<file path="config.mk">
export PLATFORM = sky130hd
export DESIGN_NAME = rng_arbiter_flat
export DESIGN_NICKNAME = d
export VERILOG_FILES = /design/src/rtl/rng_arbiter_if.sv /design/src/rtl/rng_arbiter.sv /design/src/flat_wrapper.sv
export SDC_FILE = /design/constraint.sdc
export NUM_CORES = 1
export LEC_CHECK = 0
export CAP_MARGIN = 20
export CORE_MARGIN = 10
export CORE_UTILIZATION = 35
export CTS_CLUSTER_SIZE = 10
export DETAILED_ROUTE_END_ITERATION = 12
export GPL_TIMING_DRIVEN = 0
export HOLD_SLACK_MARGIN = 0.12
export PLACE_DENSITY_LB_ADDON = 0.25
export SETUP_SLACK_MARGIN = 0.2
export SYNTH_ARGS = -nofsm -noshare
export SYNTH_HDL_FRONTEND = slang
export SYNTH_SLANG_ARGS = --single-unit
</file>
<file path="constraint.sdc">
create_clock -name i_clk -period 1.7 [get_ports i_clk]
set_input_delay 0.17 -clock i_clk [delete_from_list [all_inputs] [get_ports i_clk]]
set_output_delay 0.17 -clock i_clk [all_outputs]
set_load 0.02 [all_outputs]
</file>
<file path="src/rtl/rng_arbiter_if.sv">
// rtl/rng_arbiter_if.sv - requester and generator signal bundle for rng_arbiter
interface rng_arbiter_if #(
    parameter int NUM_REQ = 4,
    parameter int DATA_W  = 4
);
    logic [NUM_REQ-1:0] i_req;
    logic [NUM_REQ-1:0] o_ack;
    logic [DATA_W-1:0]  o_data;
    logic               o_busy;
    logic               o_gen_start;
    logic               i_gen_valid;
    logic [DATA_W-1:0]  i_gen_data;
    logic               o_timeout;

    // arbiter side
    modport slave (
        input  i_req,
        input  i_gen_valid,
        input  i_gen_data,
        output o_ack,
        output o_data,
        output o_busy,
        output o_gen_start,
        output o_timeout
    );

    // consumer/generator side
    modport master (
        output i_req,
        output i_gen_valid,
        output i_gen_data,
        input  o_ack,
        input  o_data,
        input  o_busy,
        input  o_gen_start,
        input  o_timeout
    );
endinterface

</file>
<file path="src/rtl/rng_arbiter.sv">
// rtl/rng_arbiter.sv - round-robin sharing of one RNG; build option RNG_ARB_TIMEOUT_EN adds a WAIT timeout
module rng_arbiter #(
    parameter int NUM_REQ     = 4,
    parameter int DATA_W      = 4,
    parameter int TIMEOUT_CYC = 64
) (
    input  logic         i_clk,
    input  logic         i_rst,
    rng_arbiter_if.slave bus
);
    localparam int IDX_W = $clog2(NUM_REQ);

    typedef enum logic [1:0] {
        S_IDLE  = 2'd0,
        S_START = 2'd1,
        S_WAIT  = 2'd2,
        S_ACK   = 2'd3
    } state_t;

    state_t             state_q, state_d;
    logic [IDX_W-1:0]   ptr_q, ptr_d;
    logic [IDX_W-1:0]   gidx_q, gidx_d;
    logic [DATA_W-1:0]  data_q, data_d;
    logic [NUM_REQ-1:0] ack_q, ack_d;
    logic               busy_q, busy_d;
    logic               gen_start_q, gen_start_d;
    logic               found;
    logic [IDX_W-1:0]   cand;
`ifdef RNG_ARB_TIMEOUT_EN
    localparam int CNT_W = $clog2(TIMEOUT_CYC + 1);
    logic [CNT_W-1:0]   cnt_q, cnt_d;
    logic               timeout_q, timeout_d;
`endif

    // Next-state, grant search and registered-output decode
    always_comb begin
        state_d     = state_q;
        ptr_d       = ptr_q;
        gidx_d      = gidx_q;
        data_d      = data_q;
        found       = 1'b0;
        cand        = '0;
`ifdef RNG_ARB_TIMEOUT_EN
        cnt_d       = cnt_q;
        timeout_d   = 1'b0;
`endif
        case (state_q)
            S_IDLE: begin
                // first set request at or above ptr, wrapping to 0
                for (int i = 0; i < NUM_REQ; i++) begin
                    cand = IDX_W'((int'(ptr_q) + i) % NUM_REQ);
                    if (!found && bus.i_req[cand]) begin
                        found  = 1'b1;
                        gidx_d = cand;
                    end
                end
                if (found) begin
                    state_d = S_START;
                end
            end
            S_START: begin
                state_d = S_WAIT;
`ifdef RNG_ARB_TIMEOUT_EN
                cnt_d   = '0;
`endif
            end
            S_WAIT: begin
                if (bus.i_gen_valid) begin
                    data_d  = bus.i_gen_data;
                    state_d = S_ACK;
                end
`ifdef RNG_ARB_TIMEOUT_EN
                else if (cnt_q == CNT_W'(TIMEOUT_CYC - 1)) begin
                    data_d    = '0;
                    timeout_d = 1'b1;
                    state_d   = S_ACK;
                end else begin
                    cnt_d = cnt_q + CNT_W'(1);
                end
`endif
            end
            S_ACK: begin
                ptr_d   = (gidx_q == IDX_W'(NUM_REQ - 1)) ? '0 : gidx_q + IDX_W'(1);
                state_d = S_IDLE;
            end
            default: state_d = S_IDLE;
        endcase

        busy_d      = (state_d != S_IDLE);
        gen_start_d = (state_d == S_START);
        ack_d       = (state_d == S_ACK) ? (NUM_REQ'(1) << gidx_d) : '0;
    end

    // State and output registers, all cleared by reset
    always_ff @(posedge i_clk) begin
        if (i_rst) begin
            state_q     <= S_IDLE;
            ptr_q       <= '0;
            gidx_q      <= '0;
            data_q      <= '0;
            ack_q       <= '0;
            busy_q      <= 1'b0;
            gen_start_q <= 1'b0;
`ifdef RNG_ARB_TIMEOUT_EN
            cnt_q       <= '0;
            timeout_q   <= 1'b0;
`endif
        end else begin
            state_q     <= state_d;
            ptr_q       <= ptr_d;
            gidx_q      <= gidx_d;
            data_q      <= data_d;
            ack_q       <= ack_d;
            busy_q      <= busy_d;
            gen_start_q <= gen_start_d;
`ifdef RNG_ARB_TIMEOUT_EN
            cnt_q       <= cnt_d;
            timeout_q   <= timeout_d;
`endif
        end
    end

    assign bus.o_ack       = ack_q;
    assign bus.o_data      = data_q;
    assign bus.o_busy      = busy_q;
    assign bus.o_gen_start = gen_start_q;
`ifdef RNG_ARB_TIMEOUT_EN
    assign bus.o_timeout   = timeout_q;
`else
    // always 0; TIMEOUT_CYC is referenced only to keep it meaningful in this build
    assign bus.o_timeout   = 1'b0 & (TIMEOUT_CYC < 1);
`endif
endmodule

</file>
<file path="src/flat_wrapper.sv">
// flat-port wrapper written by rule: the top's interface ports become plain ports
module rng_arbiter_flat 
#(
    parameter int NUM_REQ     = 4,
    parameter int DATA_W      = 4,
    parameter int TIMEOUT_CYC = 64
)
  (i_clk, i_rst, bus_i_req, bus_i_gen_valid, bus_i_gen_data, bus_o_ack, bus_o_data, bus_o_busy, bus_o_gen_start, bus_o_timeout);
  rng_arbiter_if #(.NUM_REQ(NUM_REQ), .DATA_W(DATA_W)) bus_i ();
  input  logic i_clk;
  input  logic i_rst;
  input wire logic [$bits(bus_i.i_req)-1:0] bus_i_req;
  input wire logic [$bits(bus_i.i_gen_valid)-1:0] bus_i_gen_valid;
  input wire logic [$bits(bus_i.i_gen_data)-1:0] bus_i_gen_data;
  output wire logic [$bits(bus_i.o_ack)-1:0] bus_o_ack;
  output wire logic [$bits(bus_i.o_data)-1:0] bus_o_data;
  output wire logic [$bits(bus_i.o_busy)-1:0] bus_o_busy;
  output wire logic [$bits(bus_i.o_gen_start)-1:0] bus_o_gen_start;
  output wire logic [$bits(bus_i.o_timeout)-1:0] bus_o_timeout;
  assign bus_i.i_req = bus_i_req;
  assign bus_i.i_gen_valid = bus_i_gen_valid;
  assign bus_i.i_gen_data = bus_i_gen_data;
  assign bus_o_ack = bus_i.o_ack;
  assign bus_o_data = bus_i.o_data;
  assign bus_o_busy = bus_i.o_busy;
  assign bus_o_gen_start = bus_i.o_gen_start;
  assign bus_o_timeout = bus_i.o_timeout;
  rng_arbiter #(.NUM_REQ(NUM_REQ), .DATA_W(DATA_W), .TIMEOUT_CYC(TIMEOUT_CYC)) u_core (.i_clk(i_clk), .i_rst(i_rst), .bus(bus_i));
endmodule
</file>
==> results.sh <==
export IMPL_yosysSeqAreaShare_pct=30.48
export IMPL_cts_root_buffer="clkbuf_4"
export IMPL_vias=973
export IMPL_port_buffers=19
export IMPL_htree_levels=1
export IMPL_crit_start="u_core.ptr_q[0]"
export IMPL_synthCells=121
export IMPL_synthAdderAreaFrac_pct=5.952
export IMPL_critPathKind="flop to flop"
export IMPL_clk_pin_slew_ns=0.09
export IMPL_finish_instance_area_sq_um=1484
export IMPL_vias_per_cell=5.436
export IMPL_arrival_ns=1.84
export IMPL_cp_endpoint="u_core.bus.o_ack[1]"
export IMPL_synth_mux_area_share_pct=9.048
export IMPL_antenna_left=0
export IMPL_pre_cts_slack_ns=-0.3777
export IMPL_areaGrowthSynthToFinish_pct=41.19
export IMPL_synth_top_family_by_area="compound AO/OA/AOI/OAI gates"
export IMPL_powerDensity_nw_per_um2=1053
export IMPL_clockBufferDepth=2
export IMPL_final_cell_mix="16 x clkdlybuf4s50_1, 14 x dfxtp_1, 9 x nand2_1"
export IMPL_worstSkewPairLatency_ns=0.28
export IMPL_fmax_ghz=0.6094
export IMPL_r2r_setup_slack_ns=0.06
export IMPL_synth_xor_area_share_pct=0
export IMPL_synth_cell_types=40
export IMPL_r2r_start="u_core.ptr_q[0]"
export IMPL_antenna_cells=0
export IMPL_irDropWorstVdd_mv=0.8103
export IMPL_synthSimpleGateAreaFrac_pct=22.14
export IMPL_routedWlPerCell_um=15.83
export IMPL_synth_enable_flop_cells=0
export IMPL_core_area_sq_um=2805
export IMPL_grt_overflow_total=0
export IMPL_cts_tree="yes"
export IMPL_setup_slack_ns=0.05908
export IMPL_setup_viol=0
export IMPL_maxCapViolations=0
export IMPL_final_cells=179
export IMPL_nets=165
export IMPL_die_h_um=74.80
export IMPL_power_leakage_nw=0.5430
export IMPL_maxSlewViolCount=0
export IMPL_routed_wl_mm=2.833
export IMPL_avgSynthCellArea_sq_um=8.686
export IMPL_remaining_drc_errors=0
export IMPL_grt_max_degree=11
export IMPL_period_minus_slack_ns=1.641
export IMPL_synthArstFlopShare_pct=0
export IMPL_rsz0062_at_grt="true"
export IMPL_ys_ff_latch=16
export IMPL_critPathLaunchType="flop"
export IMPL_worstRegToRegCells=4
export IMPL_core_rowCount=19
export IMPL_synthesis_nets=137
export IMPL_final_common_cell="clkdlybuf4s50_1"
export IMPL_antenna_found_initial=0
export IMPL_drive_gt1_share_pct=33.78
export IMPL_drt_initial_drc_count=115
export IMPL_critPathCaptureType="flop"
export IMPL_finalHoldViolCount=0
export IMPL_die_area_sq_um=5595
export IMPL_r2r_end="u_core.bus.o_ack[1]"
export IMPL_dpl_instance_area_sq_um=1281
export IMPL_hpwlAfterDp_mm=1.993
export IMPL_yosys_most_used_dff="dfxtp_1"
export IMPL_track_usage_pct=10.51
export IMPL_synth_compound_area_share_pct=22.50
export IMPL_timing_final_crit_share_pct=96.52
export IMPL_worst_path_max_fanout=6
export IMPL_die_width_um=74.80
export IMPL_grt_pass1_vias=980
export IMPL_fin_skew_ns=0.005250
export IMPL_ioPinCount=22
export IMPL_grt_pass1_wl_mm=4.643
export IMPL_cp_required_ns=1.90
export IMPL_place_congestion=0.8269
export IMPL_yosysWarnings=0
export IMPL_clock_sinks=16
export IMPL_dp_cells=171
export IMPL_hold_class="primary input to flop"
export IMPL_initial_core_util_pct=37.47
export IMPL_cts_made_buffers=3
export IMPL_syn_area_sq_um=1051
export IMPL_status="finished clean"
export IMPL_dr_pass1_iters=4
[registers in the layout, summed over array words and instances, names as in the netlist]
signal,count
u_core.bus.o_ack,4
u_core.bus.o_busy,1
u_core.bus.o_data,4
u_core.bus.o_gen_start,1
u_core.gidx_q,2
u_core.ptr_q,2
u_core.state_q,2
[through the flow]
stage	setup TNS (ns)	power (W)	util (%)	hold slack (ns)
2_1_floorplan	0	0.0009336	-	0.3175
3_3_place_gp	-2.084	0.001114	45.67	0.4445
3_5_place_dp	-2.216	0.001139	45.67	0.4508
4_1_cts	0	0.001536	52.14	0.4494
5_1_grt	-0.02452	0.001680	52.90	0.4426
6_report	0	0.001563	52.90	0.4583
[final cells by class]
type | instances | area (sq um)
inverter | 7 | 26.28
multi-input combinational | 90 | 755.7
fill | 263 | 1321
tap | 31 | 38.79
buffer | 8 | 85.08
sequential | 16 | 325.3
clock buffer | 4 | 36.28
timing repair buffer | 23 | 216.5
[critical path, cell delays in order, from the launching register on]
cell and delay (ns):
dfxtp_4 0.41, mux4_2 0.56, a2bb2oi_2 0.17, o21a_1 0.16, nor4b_2 0.26
[worst min path at each step]
stage / start / to / slack, ns / depth (start not counted)
2_1_floorplan: bus_i_gen_data[0] / u_core.bus.o_data[0] / 0.32 / 2
3_3_place_gp: u_core.bus.o_data[3] / u_core.bus.o_data[3] / 0.44 / 2
3_5_place_dp: u_core.bus.o_data[1] / u_core.bus.o_data[1] / 0.45 / 2
4_1_cts: bus_i_gen_data[2] / u_core.bus.o_data[2] / 0.45 / 3
5_1_grt: bus_i_gen_data[3] / u_core.bus.o_data[3] / 0.44 / 3
6_report: bus_i_gen_data[2] / u_core.bus.o_data[2] / 0.46 / 3
[metal layers]
metal	part of all wire [%]	track usage [%]
met5	0	0
met2	52	17.96
met1	43	12.52
met4	0.14	3.782
met3	4.6	2.497
[repair_timing]
action	4_1_cts	5_1_grt
resized for setup	31	1
endpoints found under the setup margin	9	9
pin swaps	9	3
hold buffers	0	0
buffers inserted	2	2
[where the power goes]
group          internal [W]  switching, W  total, W  leakage [nW]
registers          0.000452     0.0000534  0.000505         0.132
logic              0.000374      0.000435  0.000809         0.390
clock network      0.000130      0.000118  0.000249        0.0210
total              0.000955      0.000607   0.00156         0.543
[kinds of logic (layout without fill, tap and decap cells)]
group | Yosys count | after routing
buffers and inverters | 15 | 42
AO/OA/AOI/OAI | 34 | 34
adder cells (fa/ha/maj) | 5 | 5
other | 1 | 1
AND/OR/NAND/NOR | 42 | 42
multiplexers | 8 | 8
flip-flops | 16 | 16
[Yosys cell counts (2+ instances only)]
cell type / n / area share [%]
mux2i_1: 5 / 4.8
o21ai_0: 8 / 3.8
nor4b_1: 3 / 2.5
a21oi_1: 9 / 4.3
nand2_1: 9 / 3.2
a211oi_1: 4 / 2.9
nand3_1: 7 / 3.3
nor2_1: 7 / 2.5
buf_6: 3 / 3.2
nand2b_1: 2 / 1.2
ha_1: 5 / 6.0
mux2_2: 2 / 2.1
inv_1: 6 / 2.1
nor2b_1: 4 / 2.4
buf_4: 3 / 2.1
dfxtp_1: 16 / 30
o21a_1: 2 / 1.4
and2b_2: 3 / 2.5
nor3_1: 2 / 0.95
Note: power is estimated with default switching activity, not from simulation.
